[src/rtl/mm_sram_pkg.sv]
`default_nettype none
// ============================================================================
// Module      : mm_sram_pkg
// Description : Shared types, default constants and helpers for the SRAM
//               responder on the Gameboy memory-map bus.
// Revision    : 1.0 - initial release
// ============================================================================
package mm_sram_pkg;

    typedef enum logic [2:0] {
        ST_IDLE   = 3'd0,
        ST_SETUP  = 3'd1,
        ST_ACCESS = 3'd2,
        ST_ACK    = 3'd3,
        ST_DONE   = 3'd4
    } state_e;

    localparam logic [15:0] DEF_WIN_BASE    = 16'hA000;
    localparam logic [15:0] DEF_WIN_SIZE    = 16'h2000;
    localparam logic [15:0] DEF_BANK_ADDR   = 16'h4000;
    localparam int          DEF_BANK_W      = 4;
    localparam int          DEF_WAIT_CYCLES = 2;

    // Offset of addr into a window at base; wraps so that a single unsigned
    // compare against the window size decodes the window.
    function automatic logic [15:0] win_offset(input logic [15:0] addr,
                                               input logic [15:0] base);
        return addr - base;
    endfunction

endpackage
`default_nettype wire

[src/rtl/mm_win_decode.sv]
`default_nettype none
// ============================================================================
// Module      : mm_win_decode
// Description : Combinational address decode for a memory-map responder:
//               RAM window hit, bank-register hit and bus claim.
// Revision    : 1.0 - initial release
// ============================================================================
module mm_win_decode
    import mm_sram_pkg::*;
#(
    parameter logic [15:0] WIN_BASE  = DEF_WIN_BASE,
    parameter logic [15:0] WIN_SIZE  = DEF_WIN_SIZE,
    parameter logic [15:0] BANK_ADDR = DEF_BANK_ADDR
) (
    input  logic [15:0] mm_addr,
    input  logic        mm_rd,
    input  logic        mm_wr,
    output logic        in_win,
    output logic        is_bank,
    output logic        mm_sel
);

    always_comb begin
        in_win  = win_offset(mm_addr, WIN_BASE) < WIN_SIZE;
        is_bank = mm_addr == BANK_ADDR;
        mm_sel  = (mm_rd | mm_wr) & (in_win | is_bank);
    end

endmodule
`default_nettype wire

[src/rtl/mm_sram_resp.sv]
`default_nettype none
// ============================================================================
// Module      : mm_sram_resp
// Description : Memory-map bus responder serving the cartridge RAM window
//               from an asynchronous SRAM with wait states and a bank register.
// Revision    : 1.0 - initial release
// ============================================================================
module mm_sram_resp
    import mm_sram_pkg::*;
#(
    parameter logic [15:0] WIN_BASE    = DEF_WIN_BASE,
    parameter logic [15:0] WIN_SIZE    = DEF_WIN_SIZE,
    parameter logic [15:0] BANK_ADDR   = DEF_BANK_ADDR,
    parameter int          BANK_W      = DEF_BANK_W,
    parameter int          WAIT_CYCLES = DEF_WAIT_CYCLES,
    parameter int          SRAM_AW     = BANK_W + $clog2(WIN_SIZE)
) (
    input  logic               clk,
    input  logic               rst,
    input  logic [15:0]        mm_addr,
    input  logic [7:0]         mm_wdata,
    input  logic               mm_rd,
    input  logic               mm_wr,
    output logic [7:0]         mm_rdata,
    output logic               mm_ack,
    output logic               mm_sel,
    output logic [SRAM_AW-1:0] sram_addr,
    output logic [7:0]         sram_dq_o,
    input  logic [7:0]         sram_dq_i,
    output logic               sram_dq_oe,
    output logic               sram_ce_n,
    output logic               sram_oe_n,
    output logic               sram_we_n
);

    localparam int         OFF_W    = $clog2(WIN_SIZE);
    localparam logic [3:0] CNT_LOAD = 4'(WAIT_CYCLES - 1);

    logic               w_in_win;
    logic               w_is_bank;
    logic [15:0]        w_off;
    logic               unused_off;

    state_e             state_q, state_d;
    logic [3:0]         cnt_q, cnt_d;
    logic               is_wr_q, is_wr_d;
    logic               is_bank_q, is_bank_d;
    logic [BANK_W-1:0]  bank_q, bank_d;
    logic [SRAM_AW-1:0] addr_q, addr_d;
    logic [7:0]         wdata_q, wdata_d;
    logic [7:0]         rdata_q, rdata_d;

    mm_win_decode #(
        .WIN_BASE  (WIN_BASE),
        .WIN_SIZE  (WIN_SIZE),
        .BANK_ADDR (BANK_ADDR)
    ) u_decode (
        .mm_addr (mm_addr),
        .mm_rd   (mm_rd),
        .mm_wr   (mm_wr),
        .in_win  (w_in_win),
        .is_bank (w_is_bank),
        .mm_sel  (mm_sel)
    );

    assign w_off      = win_offset(mm_addr, WIN_BASE);
    assign unused_off = ^{w_off, w_in_win};

    always_ff @(posedge clk) begin
        if (rst) begin
            state_q   <= ST_IDLE;
            cnt_q     <= 4'd0;
            is_wr_q   <= 1'b0;
            is_bank_q <= 1'b0;
            bank_q    <= '0;
            addr_q    <= '0;
            wdata_q   <= 8'd0;
            rdata_q   <= 8'd0;
        end else begin
            state_q   <= state_d;
            cnt_q     <= cnt_d;
            is_wr_q   <= is_wr_d;
            is_bank_q <= is_bank_d;
            bank_q    <= bank_d;
            addr_q    <= addr_d;
            wdata_q   <= wdata_d;
            rdata_q   <= rdata_d;
        end
    end

    always_comb begin
        state_d   = state_q;
        cnt_d     = cnt_q;
        is_wr_d   = is_wr_q;
        is_bank_d = is_bank_q;
        bank_d    = bank_q;
        addr_d    = addr_q;
        wdata_d   = wdata_q;
        rdata_d   = rdata_q;
        case (state_q)
            ST_IDLE: begin
                if (mm_sel) begin
                    // A combined read+write request is a write.
                    is_wr_d   = mm_wr;
                    is_bank_d = w_is_bank;
                    if (w_is_bank) begin
                        state_d = ST_ACK;
                        if (mm_wr) begin
                            bank_d = mm_wdata[BANK_W-1:0];
                        end else begin
                            rdata_d = 8'(bank_q);
                        end
                    end else begin
                        state_d = ST_SETUP;
                        addr_d  = {bank_q, w_off[OFF_W-1:0]};
                        if (mm_wr) begin
                            wdata_d = mm_wdata;
                        end
                    end
                end
            end
            ST_SETUP: begin
                state_d = ST_ACCESS;
                cnt_d   = CNT_LOAD;
            end
            ST_ACCESS: begin
                if (cnt_q == 4'd0) begin
                    state_d = ST_ACK;
                    if (!is_wr_q) begin
                        rdata_d = sram_dq_i;
                    end
                end else begin
                    cnt_d = cnt_q - 4'd1;
                end
            end
            ST_ACK: begin
                state_d = ST_DONE;
            end
            ST_DONE: begin
                // One access per request: wait for the master to let go.
                if (!mm_rd && !mm_wr) begin
                    state_d = ST_IDLE;
                end
            end
            default: begin
                state_d = ST_IDLE;
            end
        endcase
    end

    always_comb begin
        sram_ce_n  = 1'b1;
        sram_oe_n  = 1'b1;
        sram_we_n  = 1'b1;
        sram_dq_oe = 1'b0;
        mm_ack     = 1'b0;
        case (state_q)
            ST_SETUP: begin
                sram_ce_n  = 1'b0;
                sram_dq_oe = is_wr_q;
            end
            ST_ACCESS: begin
                sram_ce_n  = 1'b0;
                sram_dq_oe = is_wr_q;
                sram_we_n  = ~is_wr_q;
                sram_oe_n  = is_wr_q;
            end
            ST_ACK: begin
                mm_ack = 1'b1;
                if (!is_bank_q) begin
                    sram_ce_n  = 1'b0;
                    sram_dq_oe = is_wr_q;
                end
            end
            default: begin
                sram_ce_n = 1'b1;
            end
        endcase
    end

    assign sram_addr = addr_q;
    assign sram_dq_o = wdata_q;
    assign mm_rdata  = rdata_q;

endmodule
`default_nettype wire

[config.mk]
export PLATFORM = sky130hd
export DESIGN_NAME = mm_sram_resp
export DESIGN_NICKNAME = d
export VERILOG_FILES = /design/src/rtl/mm_sram_pkg.sv /design/src/rtl/mm_win_decode.sv /design/src/rtl/mm_sram_resp.sv
export SDC_FILE = /design/constraint.sdc
export NUM_CORES = 1
export LEC_CHECK = 0
export CAP_MARGIN = 20
export CORE_MARGIN = 3
export CORE_UTILIZATION = 35
export CTS_CLUSTER_SIZE = 24
export DETAILED_ROUTE_END_ITERATION = 10
export GPL_TIMING_DRIVEN = 0
export PLACE_DENSITY = 0.66
export SYNTH_ARGS = -nofsm -noshare
export SYNTH_HDL_FRONTEND = slang
export SYNTH_HIERARCHICAL = 1
export SYNTH_SLANG_ARGS = --single-unit
[constraint.sdc]
create_clock -name clk -period 2.8 [get_ports clk]
set_input_delay 0.28 -clock clk [delete_from_list [all_inputs] [get_ports clk]]
set_output_delay 0.28 -clock clk [all_outputs]
set_load 0.005 [all_outputs]
* Word level (Yosys, flattened, before mapping)
Cells that the tools add are included.
Word-level totals: output and inout bits 39, input bits 36, ROM bits 0, bits in writable memories 0, memories kept 0, bits in latches 0, flip-flop bits (word level) 46, logic and storage cells 63
Operators by class: shifts and indexed selects 0, reduce and logical (&&, ||, !) cells 15, equality and inequality tests 12, $mul 0, mux-type cells 20, add/subtract/negate cells 2, divide/modulo/power cells 0, magnitude comparators 1, bitwise logic cells 5
Operator list (number):
- 8-bit two-way mux | 5
- 16-bit by 15-bit equality test with 1-bit output, second input constant | 1
- 16-bit by 14-bit < comparator with 1-bit output, second input constant | 1
- 8-bit one-hot mux with 2 select lines | 1
- 16-bit subtractor, second input constant | 1
- 3-bit one-hot mux with 5 select lines | 1
- 2-bit != test, second input constant | 7
- 3-bit two-way mux | 3
- 4-bit one-hot mux with 2 select lines | 1
- 4-bit AND reduction | 2
- 3-bit by 2-bit equality test with 1-bit output, second input constant | 2
- 3-bit AND reduction | 2
- 6-bit AND reduction | 1
- 1-bit two-way mux | 5
- 4-bit zero test | 1
- 4-bit two-way mux | 1
- 1-bit one-hot mux with 2 select lines | 2
- 2-bit AND reduction | 2
- 2-bit nonzero test | 2
- 4-bit by 1-bit subtractor with 4-bit output, second input constant | 1
- 3-bit by 1-bit equality test with 1-bit output, second input constant | 1
- 3-bit equality test, second input constant | 1
- 3-bit zero test | 1
- 1-bit zero test | 2
- 6 further kinds | 8

* Longest topological paths before layout
Gate-level depths: netlist of the first run.
depth after elaboration 6, mapped depth 10, gate-level depth less buffers 9

* Modules after synthesis
The synthesis of the first run kept the hierarchy.
Modules (own cells, without submodules):
- mm_sram_resp | area an instance 1914.3 um^2, times used 1, cells each 224
- mm_win_decode | area an instance 87.6 um^2, times used 1, cells each 11

* Worst setup path before layout of the first run
OpenSTA, ideal clock, no wires.
kind in2reg, start input mm_addr[5], end register bank_q[0], data arrival time 1.932 ns, path buffers 1, slack 0.741 ns, cell stages on the path 8, cells stage by stage nor4_1 and4_1 o22a_1 nor4bb_1 buf_2 nand3b_1 mux2i_1 nor2_1
Between the ends: elaborated cells between the ends (all ways) 6, those cells by class add/sub (1); order compare (1); eq/ne (1); bitwise (2); reduce/logical (1)
RTL lines:
- start, declared | line mm_sram_resp.sv:20 | input logic [15:0] mm_addr,
- 16-bit by 15-bit equality test with 1-bit output | line mm_win_decode.sv:25 | is_bank = mm_addr == BANK_ADDR;
- net w_is_bank | line mm_sram_resp.sv:40 | logic w_is_bank;
- 1-bit OR | line mm_win_decode.sv:26 | mm_sel = (mm_rd | mm_wr) & (in_win | is_bank);
- 1-bit bitwise AND | line mm_win_decode.sv:26
- net mm_sel | line mm_sram_resp.sv:26 | output logic mm_sel,
- 4-bit AND reduction (no source line)
- end signal, assigned | line mm_sram_resp.sv:84 | bank_q <= bank_d;
- end, declared | line mm_sram_resp.sv:48 | logic [BANK_W-1:0] bank_q, bank_d;
The timed path passes the listed nets, and every way through them passes these cells. A chain may end at the register's enable or synchronous reset.

* Worst setup path after layout of the first run
start input mm_addr[5], end register bank_q[1]
Between the ends: elaborated cells between the ends (all ways) 6, those cells by class add/sub (1); order compare (1); eq/ne (1); bitwise (2); reduce/logical (1)
RTL lines (line):
- 16-bit by 15-bit equality test with 1-bit output * | mm_win_decode.sv:25
- net w_is_bank | mm_sram_resp.sv:40
- 1-bit OR | mm_win_decode.sv:26
- 1-bit bitwise AND | mm_win_decode.sv:26
- 4-bit AND reduction (no source line) *
Mark *: on every way through the listed nets, which the timed path passes. The rest lies on a longest branch.

==> flow_metrics.env, run 1 <==
export IMPL_outcome="finished clean"
export IMPL_slew_viol_final=0
export IMPL_ctsHoldBuffers=0
export IMPL_comb_power_share_pct=16.1
export IMPL_multi_input_area_um2=997
export IMPL_critPathArrivalTime_ps=2760
export IMPL_cap_violations=0
export IMPL_first_pass_iters=4
export IMPL_path_cells="clkdlybuf4s50_1, nor4_1, and4_1, o22a_1, nor4bb_1, buf_2, nand3b_1, mux2i_1, nor2_1"
export IMPL_critPathMaxFanout=10
export IMPL_synth_xor_area_share_pct=0.437
export IMPL_finalNetCount=355
export IMPL_switchingPower_uw=342
export IMPL_cts_buffers=5
export IMPL_synth_compound_area_share_pct=14.6
export IMPL_row_count=26
export IMPL_cts_buffer_depth=2
export IMPL_clk_pin_slew_ps=90
export IMPL_die_area_um2=6660
export IMPL_synthArstFlopShare_pct=0
export IMPL_antennaDiodeCount=0
export IMPL_io_pins=75
export IMPL_p_total_mw=1.40
export IMPL_place_ws_ps=-112
export IMPL_worst_slew_pin_slew_ps=548
export IMPL_cp_slowest_stage_delay_ps=450
export IMPL_synthSimpleGateAreaFrac_pct=25.9
export IMPL_cts_sinks=46
export IMPL_critPathLaunchType="primary input"
export IMPL_root_buffer="clkbuf_8"
export IMPL_layout_setup_ws_ps=218
export IMPL_area_growth_pct=46.8
export IMPL_cp_startpoint="mm_addr[5]"
export IMPL_synth_warnings=6
export IMPL_drtAntennaViolNets=0
export IMPL_routabilityCongestion=0.816
export IMPL_grt_max_degree=15
export IMPL_synthAdderAreaFrac_pct=1.88
export IMPL_hold_slack_ps=457
export IMPL_min_period_over_period_pct=92.2
export IMPL_drive_above_1_share_pct=5.99
export IMPL_synthCells=235
export IMPL_drc=0
export IMPL_routedWlPerCell_um=14.2
export IMPL_die_h_um=81.6
export IMPL_synth_cell_types=44
export IMPL_place_hpwl_mm=4.17
export IMPL_die_width_um=81.6
export IMPL_cpMaxStageDelayCell="clkdlybuf4s50_1"
export IMPL_seqPwrFrac_pct=48.9
export IMPL_drt_initial_drc_count=53
export IMPL_grt_overflow=0
export IMPL_worst_setup_path_type="primary input to flop"
export IMPL_cts_tree="built"
export IMPL_vias_per_cell=4.93
export IMPL_grt_first_pass_wirelength_mm=8.94
export IMPL_synth_top_family_by_area="simple AND/OR/NAND/NOR gates"
export IMPL_postSynthNetCount=274
export IMPL_cts_resized_gates=0
export IMPL_cp_end_kind="flop"
export IMPL_ys_ff_latch=46
export IMPL_muxShareOfSynthArea_pct=7.00
export IMPL_core_um2=5300
export IMPL_clock_latency_ps=300
export IMPL_skew_ps=4.70
export IMPL_first_global_vias=1875
export IMPL_ir_drop_uv=285
export IMPL_synth_edf_count=0
export IMPL_numPortBuffers=74
export IMPL_holdCritStartpoint="sram_addr[7]"
export IMPL_setup_viol=0
export IMPL_p_int_mw=1.06
export IMPL_grtUsageTotal_pct=17.5
export IMPL_seq_area_frac_synth_pct=46.0
export IMPL_post_cts_setup_buffers=0
export IMPL_synth_avg_cell_area_um2=8.52
export IMPL_fmax_mhz=387
export IMPL_power_density_nw_per_um2=476
export IMPL_ctsHtreeMaxLevel=2
export IMPL_power_share_switching_pct=24.4
export IMPL_min_delay_path_class="flop to flop"
export IMPL_r2r_start="state_q[2]"
export IMPL_hold_violations=0
export IMPL_fin_crit_ps=2580
export IMPL_synth_area_um2=2000
export IMPL_final_seq_area_um2=921
export IMPL_cellLeakagePower_nw=1.06
export IMPL_vias=1907
export IMPL_fillers=529
export IMPL_finalWirelength_mm=5.49
export IMPL_ys_flop_type="dfxtp_1"
export IMPL_critPathRequiredTime_ps=2980
export IMPL_clkPwrFrac_pct=35.0
export IMPL_start_util_pct=37.8
export IMPL_rsz0062_at_grt="false"
export IMPL_max_slew_margin_rel_pct=62.9
export IMPL_antenna_found_initial=0
-- power groups by stage --
stage	registers [mW]	clock network [mW]	logic [mW]
floorplan	0.699	0	0.112
global placement	0.699	0	0.225
detailed placement	0.700	0	0.226
CTS	0.685	0.498	0.227
global route	0.687	0.529	0.247
finish	0.684	0.489	0.225
-- stage by stage --
stage               util [%]  setup TNS (ps)  cell area [µm²]  instances
finish                  55.4               0             2940        387
global route            55.4               0             2940        387
CTS                     55.4               0             2940        387
detailed placement      53.4            -605             2830        379
global placement        53.4            -318             2830        379
floorplan                  -               0             2000        235
-- path summary, 6_finish.rpt --
check,slack [ps],end,depth (start not counted)
worst max register to register,880,sram_addr[13],6
worst max-delay path,220,bank_q[1],9
worst min-delay path,460,sram_addr[7],2
worst min register to register,460,sram_addr[7],2
-- per-layer routing --
metal	GRT usage (%)	part of all wire, %	vias to the layer above
met3	5.92	5.6	7
met1	21.4	46	871
li1	-	-	977
met2	29.2	47	52
met4	5.48	1.5	0
met5	0	0	-
-- registers in the layout, indices dropped and copies added (netlist names) --
| signal | flops |
|---|---|
| sram_addr | 17 |
| mm_rdata | 8 |
| sram_dq_o | 8 |
| bank_q | 4 |
| cnt_q | 4 |
| state_q | 3 |
| is_bank_q | 1 |
| is_wr_q | 1 |
-- cells in the final DEF (no fill, tap or decap), types with 5 or more instances in the layout --
cell             Yosys  layout
clkbuf_1             9       9
a21oi_1             32      32
clkdlybuf4s50_1      0      74
nand2_1             51      51
nand2b_1             6       6
clkbuf_8             0       5
dfxtp_1             46      46
inv_1                6       6
mux2i_1             14      14
nor2_1              12      12
nand3_1              9       9
-- cell families (layout without fill, tap and decap cells) --
group                      after synthesis  count (layout)
and+or+nand+nor                        104             104
AOI/OAI and AO/OA                       47              47
DFF                                     46              46
buffers and inverters                   20             102
muxes                                   14              14
adders and majority gates                3               3
xor gates and xnor gates                 1               1
-- final cells by class --
cell class              count  share of cell area [%]
inverters                   6                   0.766
well taps                  70                    2.98
flip-flops and latches     46                    31.3
clock inverters             3                    1.36
clock buffers               5                    2.34
repair buffers             74                    25.2
plain buffers              14                    2.09
multi-input cells         169                    33.9
-- critical path, delay by kind of cell --
kind,cells,cell delay (ps)
AOI/OAI and AO/OA,1,300
buffers and inverters,2,710
muxes,1,210
and+or+nand+nor,5,1250
-- synthesized netlist by cell type, types with 2 or more instances --
cell type  count  area share, %
nand2_1       51            9.6
nand2b_1       6            1.9
nor4_1         3           0.94
mux2i_1       14            7.0
clkbuf_1       9            1.7
a311oi_1       4            1.7
inv_1          6            1.1
nor2b_1        2           0.62
nor2_1        12            2.2
nand3_1        9            2.2
dfxtp_1       46             46
ha_1           3            1.9
nor3b_1        4            1.5
buf_2          4            1.0
or3_1          2           0.62
a21oi_1       32            8.0
No activity file was read; power rests on OpenSTA's default activity.
==> inputs of run 2 (changes only) <==
==> constraint.sdc (replaced) <==
create_clock -name clk -period 2.8 [get_ports clk]
set_input_delay 0.56 -clock clk [delete_from_list [all_inputs] [get_ports clk]]
set_output_delay 0.56 -clock clk [all_outputs]
set_load 0.005 [all_outputs]
==> flow_metrics.env, run 2 (synthesized netlist as in run 1, its figures left out) <==
export IMPL_p_int_mw=1.06
export IMPL_grt_max_degree=15
export IMPL_critPathArrivalTime_ps=2190
export IMPL_first_global_vias=1875
export IMPL_place_hpwl_mm=4.17
export IMPL_worst_setup_path_type="primary input to output pin"
export IMPL_die_h_um=81.6
export IMPL_cpMaxStageDelayCell="clkdlybuf4s50_1"
export IMPL_outcome="finished clean"
export IMPL_power_share_switching_pct=24.6
export IMPL_power_density_nw_per_um2=471
export IMPL_seqPwrFrac_pct=48.8
export IMPL_comb_power_share_pct=16.3
export IMPL_hold_violations=0
export IMPL_path_cells="clkdlybuf4s50_1, inv_1, ha_1, xor2_1, and3_2, o22a_2, dlygate4sd2_1"
export IMPL_drc=0
export IMPL_cts_tree="built"
export IMPL_routedWlPerCell_um=14.4
export IMPL_numPortBuffers=74
export IMPL_fin_crit_ps=2750
export IMPL_rsz0062_at_grt="true"
export IMPL_area_growth_pct=48.8
export IMPL_clock_latency_ps=300
export IMPL_cp_slowest_stage_delay_ps=490
export IMPL_cellLeakagePower_nw=1.08
export IMPL_die_width_um=81.6
export IMPL_worst_slew_pin_slew_ps=537
export IMPL_min_delay_path_class="flop to flop"
export IMPL_cp_end_kind="output pin"
export IMPL_critPathRequiredTime_ps=2240
export IMPL_cap_violations=0
export IMPL_skew_ps=4.67
export IMPL_final_cell_mix="clkdlybuf4s50_1 (73), nand2_1 (51), dfxtp_1 (46)"
export IMPL_ctsHoldBuffers=0
export IMPL_antennaDiodeCount=0
export IMPL_core_um2=5300
export IMPL_routabilityCongestion=0.816
export IMPL_setup_viol=0
export IMPL_root_buffer="clkbuf_8"
export IMPL_cts_sinks=46
export IMPL_clk_pin_slew_ps=80
export IMPL_fillers=523
export IMPL_cts_buffers=5
export IMPL_finalWirelength_mm=5.61
export IMPL_layout_commonest_cell="clkdlybuf4s50_1"
export IMPL_max_slew_margin_rel_pct=63.7
export IMPL_drt_initial_drc_count=77
export IMPL_drive_above_1_share_pct=8.46
export IMPL_slew_viol_final=0
export IMPL_start_util_pct=37.8
export IMPL_grtUsageTotal_pct=17.6
export IMPL_min_period_over_period_pct=98.3
export IMPL_largest_reg_flops=17
export IMPL_first_pass_iters=4
export IMPL_ir_drop_uv=283
export IMPL_grt_first_pass_wirelength_mm=8.94
export IMPL_grt_overflow=0
export IMPL_vias_per_cell=4.95
export IMPL_cts_buffer_depth=2
export IMPL_layout_setup_ws_ps=48.8
export IMPL_row_count=26
export IMPL_critPathLaunchType="primary input"
export IMPL_drtAntennaViolNets=0
export IMPL_antenna_found_initial=0
export IMPL_utilization_pct=56.2
export IMPL_finalNetCount=357
export IMPL_io_pins=75
export IMPL_critPathTopFamily="buffers and inverters"
export IMPL_critPathMaxFanout=7
export IMPL_path_buf_inv=3
export IMPL_ctsHtreeMaxLevel=2
export IMPL_fmax_mhz=363
export IMPL_place_ws_ps=-392
export IMPL_die_area_um2=6660
export IMPL_clkPwrFrac_pct=34.9
export IMPL_vias=1926
export IMPL_switchingPower_uw=345
-- run 2: path summary, 6_finish.rpt --
check	cells past startpoint	end	start	slack (ps)
worst min-delay path	2	sram_addr[7]	sram_addr[7]	460
worst max-delay path	7	mm_sel	mm_addr[13]	50
worst min register to register	2	sram_addr[7]	sram_addr[7]	460
worst max register to register	6	mm_rdata[4]	cnt_q[0]	930
-- run 2: layout make-up --
type | instances | area (µm²) | area share, %
plain buffers | 14 | 65.1 | 2.18
clock buffers | 5 | 68.8 | 2.31
clock inverters | 3 | 40.0 | 1.34
inverters | 6 | 22.5 | 0.756
multi-input cells | 169 | 1020 | 34.2
flip-flops and latches | 46 | 921 | 30.9
well taps | 70 | 87.6 | 2.94
repair buffers | 76 | 754 | 25.3
-- run 2: layer usage --
| metal | vias to the layer above | track usage (%) | part of all wire (%) |
|---|---|---|---|
| li1 | 986 | - | - |
| met1 | 874 | 21.5 | 45 |
| met2 | 57 | 29.1 | 47 |
| met3 | 9 | 5.92 | 6.1 |
| met4 | 0 | 5.48 | 2.0 |
| met5 | - | 0 | 0 |
-- run 2: power by group through the flow --
stage	sequential, mW	combinational [mW]	clock (mW)
floorplan	0.699	0.112	0
global placement	0.699	0.225	0
detailed placement	0.700	0.226	0
CTS	0.685	0.228	0.498
global route	0.687	0.252	0.529
finish	0.684	0.229	0.490
-- run 2: repair_timing --
action	4_1_cts	5_1_grt
buffers inserted	1	1
pin swaps	0	1
endpoints found under the setup margin	5	14
gates resized for setup	5	6
-- run 2: tightest hold or removal path: cells and delay by family (launching register included) --
family | cells | cell delay [ps]
DFF | 1 | 310
and+or+nand+nor | 1 | 50
AOI/OAI and AO/OA | 1 | 50
-- run 2: per-stage QoR --
step                      hold WS (ps)  area, µm²  cells  power, mW  TNS [ps]
after CTS                          458       2960    388       1.41         0
after detailed placement           446       2830    379      0.926     -9020
after global routing               487       2980    389       1.47      -261
after floorplan                    444       2000    235      0.811         0
after global placement             442       2830    379      0.924     -8100
final                              457       2980    389       1.40         0
==> inputs of run 3 (changes only) <==
Settings changed: SKIP_CTS_REPAIR_TIMING from default to 1.
==> flow_metrics.env, run 3 (synthesized netlist as in run 1, its figures left out) <==
export IMPL_outcome="finished clean"
export IMPL_path_cells="clkdlybuf4s50_1, inv_1, ha_1, xor2_1, and3_2, o22a_4, nor4bb_1, buf_4, nand3b_1, mux2i_1, nor2_1"
export IMPL_ir_drop_uv=282
export IMPL_max_slew_margin_rel_pct=53.2
export IMPL_layout_commonest_cell="clkdlybuf4s50_1"
export IMPL_root_buffer="clkbuf_8"
export IMPL_fin_crit_ps=2630
export IMPL_cts_buffer_depth=2
export IMPL_first_global_vias=1875
export IMPL_cpMaxStageDelayCell="clkdlybuf4s50_1"
export IMPL_first_pass_iters=4
export IMPL_critPathLaunchType="primary input"
export IMPL_tns_ps=0
export IMPL_area_growth_pct=48.1
export IMPL_slew_viol_final=0
export IMPL_grt_overflow=0
export IMPL_clock_latency_ps=300
export IMPL_critPathArrivalTime_ps=2800
export IMPL_worst_setup_path_type="primary input to flop"
export IMPL_grt_max_degree=15
export IMPL_vias_per_cell=4.98
export IMPL_final_cell_mix="clkdlybuf4s50_1 (73), nand2_1 (51), dfxtp_1 (46)"
export IMPL_fmax_mhz=381
export IMPL_grt_first_pass_wirelength_mm=8.94
export IMPL_finalWirelength_mm=5.51
export IMPL_cap_violations=0
export IMPL_cts_tree="built"
export IMPL_skew_ps=6.57
export IMPL_min_period_over_period_pct=93.8
export IMPL_routedWlPerCell_um=14.2
export IMPL_drive_above_1_share_pct=7.26
export IMPL_cp_slowest_stage_delay_ps=490
export IMPL_io_pins=75
export IMPL_critPathRequiredTime_ps=2980
export IMPL_instances_no_fill=387
export IMPL_cts_buffers=5
export IMPL_drt_initial_drc_count=65
export IMPL_dp_cells=379
export IMPL_cts_sinks=46
export IMPL_antennaDiodeCount=0
export IMPL_numPortBuffers=74
export IMPL_drc=0
export IMPL_antenna_found_initial=0
export IMPL_ctsHtreeMaxLevel=2
export IMPL_core_um2=5300
export IMPL_min_delay_path_class="flop to flop"
export IMPL_hold_violations=0
export IMPL_start_util_pct=37.8
export IMPL_hold_slack_ps=458
export IMPL_cellLeakagePower_nw=1.08
export IMPL_die_width_um=81.6
export IMPL_finalNetCount=355
export IMPL_place_hpwl_mm=4.17
export IMPL_setup_viol=0
export IMPL_routabilityCongestion=0.816
export IMPL_grtUsageTotal_pct=17.5
export IMPL_rsz0062_at_grt="true"
export IMPL_die_h_um=81.6
export IMPL_drtAntennaViolNets=0
export IMPL_largest_reg_flops=17
export IMPL_fillers=522
export IMPL_vias=1928
export IMPL_worst_slew_pin_slew_ps=700
export IMPL_cp_end_kind="flop"
export IMPL_critPathMaxFanout=8
export IMPL_power_density_nw_per_um2=472
export IMPL_die_area_um2=6660
export IMPL_row_count=26
export IMPL_clk_pin_slew_ps=80
-- run 3: changes by cell type in the layout (fill, tap and decap cells not counted), sizes merged --
cell	before	now
dlymetal6s2s	0	1
dlygate4sd2	1	0
clkbuf	14	13
buf	7	6
-- run 3: layer usage --
| metal | up-vias | global-route usage (%) | part of all wire (%) |
|---|---|---|---|
| met4 | 0 | 5.48 | 1.5 |
| met3 | 7 | 5.92 | 5.4 |
| met5 | - | 0 | 0 |
| met2 | 56 | 29.2 | 47 |
| li1 | 979 | - | - |
| met1 | 886 | 21.4 | 46 |
-- run 3: path summary, 6_finish.rpt --
kind,startpoint,cells past startpoint,slack (ps),to
max,mm_addr[13],11,170,bank_q[1]
min,sram_dq_o[5],2,460,sram_dq_o[5]
max reg2reg,state_q[2],5,840,sram_addr[13]
min reg2reg,sram_dq_o[5],2,460,sram_dq_o[5]
-- run 3: stage by stage --
stage / instance area (µm²) / power [mW] / utilization (%) / setup WS [ps]
after floorplan: 2000 / 0.811 / - / 461
after global placement: 2830 / 0.924 / 53.4 / -361
after detailed placement: 2830 / 0.926 / 53.4 / -392
after CTS: 2940 / 1.41 / 55.4 / -292
after global routing: 2970 / 1.47 / 55.9 / -2.99
final: 2970 / 1.40 / 55.9 / 175
-- run 3: final cells by class --
| type | count | area (µm²) | area share (%) |
|---|---|---|---|
| multi-input cells | 169 | 1010 | 34.2 |
| clock buffers | 5 | 68.8 | 2.32 |
| clock inverters | 3 | 40.0 | 1.35 |
| plain buffers | 13 | 60.1 | 2.03 |
| inverters | 6 | 22.5 | 0.759 |
| well taps | 70 | 87.6 | 2.95 |
| flip-flops and latches | 46 | 921 | 31.1 |
| repair buffers | 75 | 751 | 25.3 |
-- run 3: worst max-delay path, delay by kind of cell --
family	cells	cell delay, ps
buffers and inverters	3	750
muxes	1	210
adders and majority gates	1	200
and+or+nand+nor	4	770
AOI/OAI and AO/OA	1	160
xor gates and xnor gates	1	130
-- run 3: power breakdown --
part | internal (mW) | switching, mW | total, mW | leakage, nW
sequential | 0.673 | 0.0110 | 0.684 | 0.372
clock | 0.263 | 0.224 | 0.487 | 0.0579
combinational | 0.123 | 0.105 | 0.228 | 0.653
total | 1.06 | 0.340 | 1.40 | 1.08
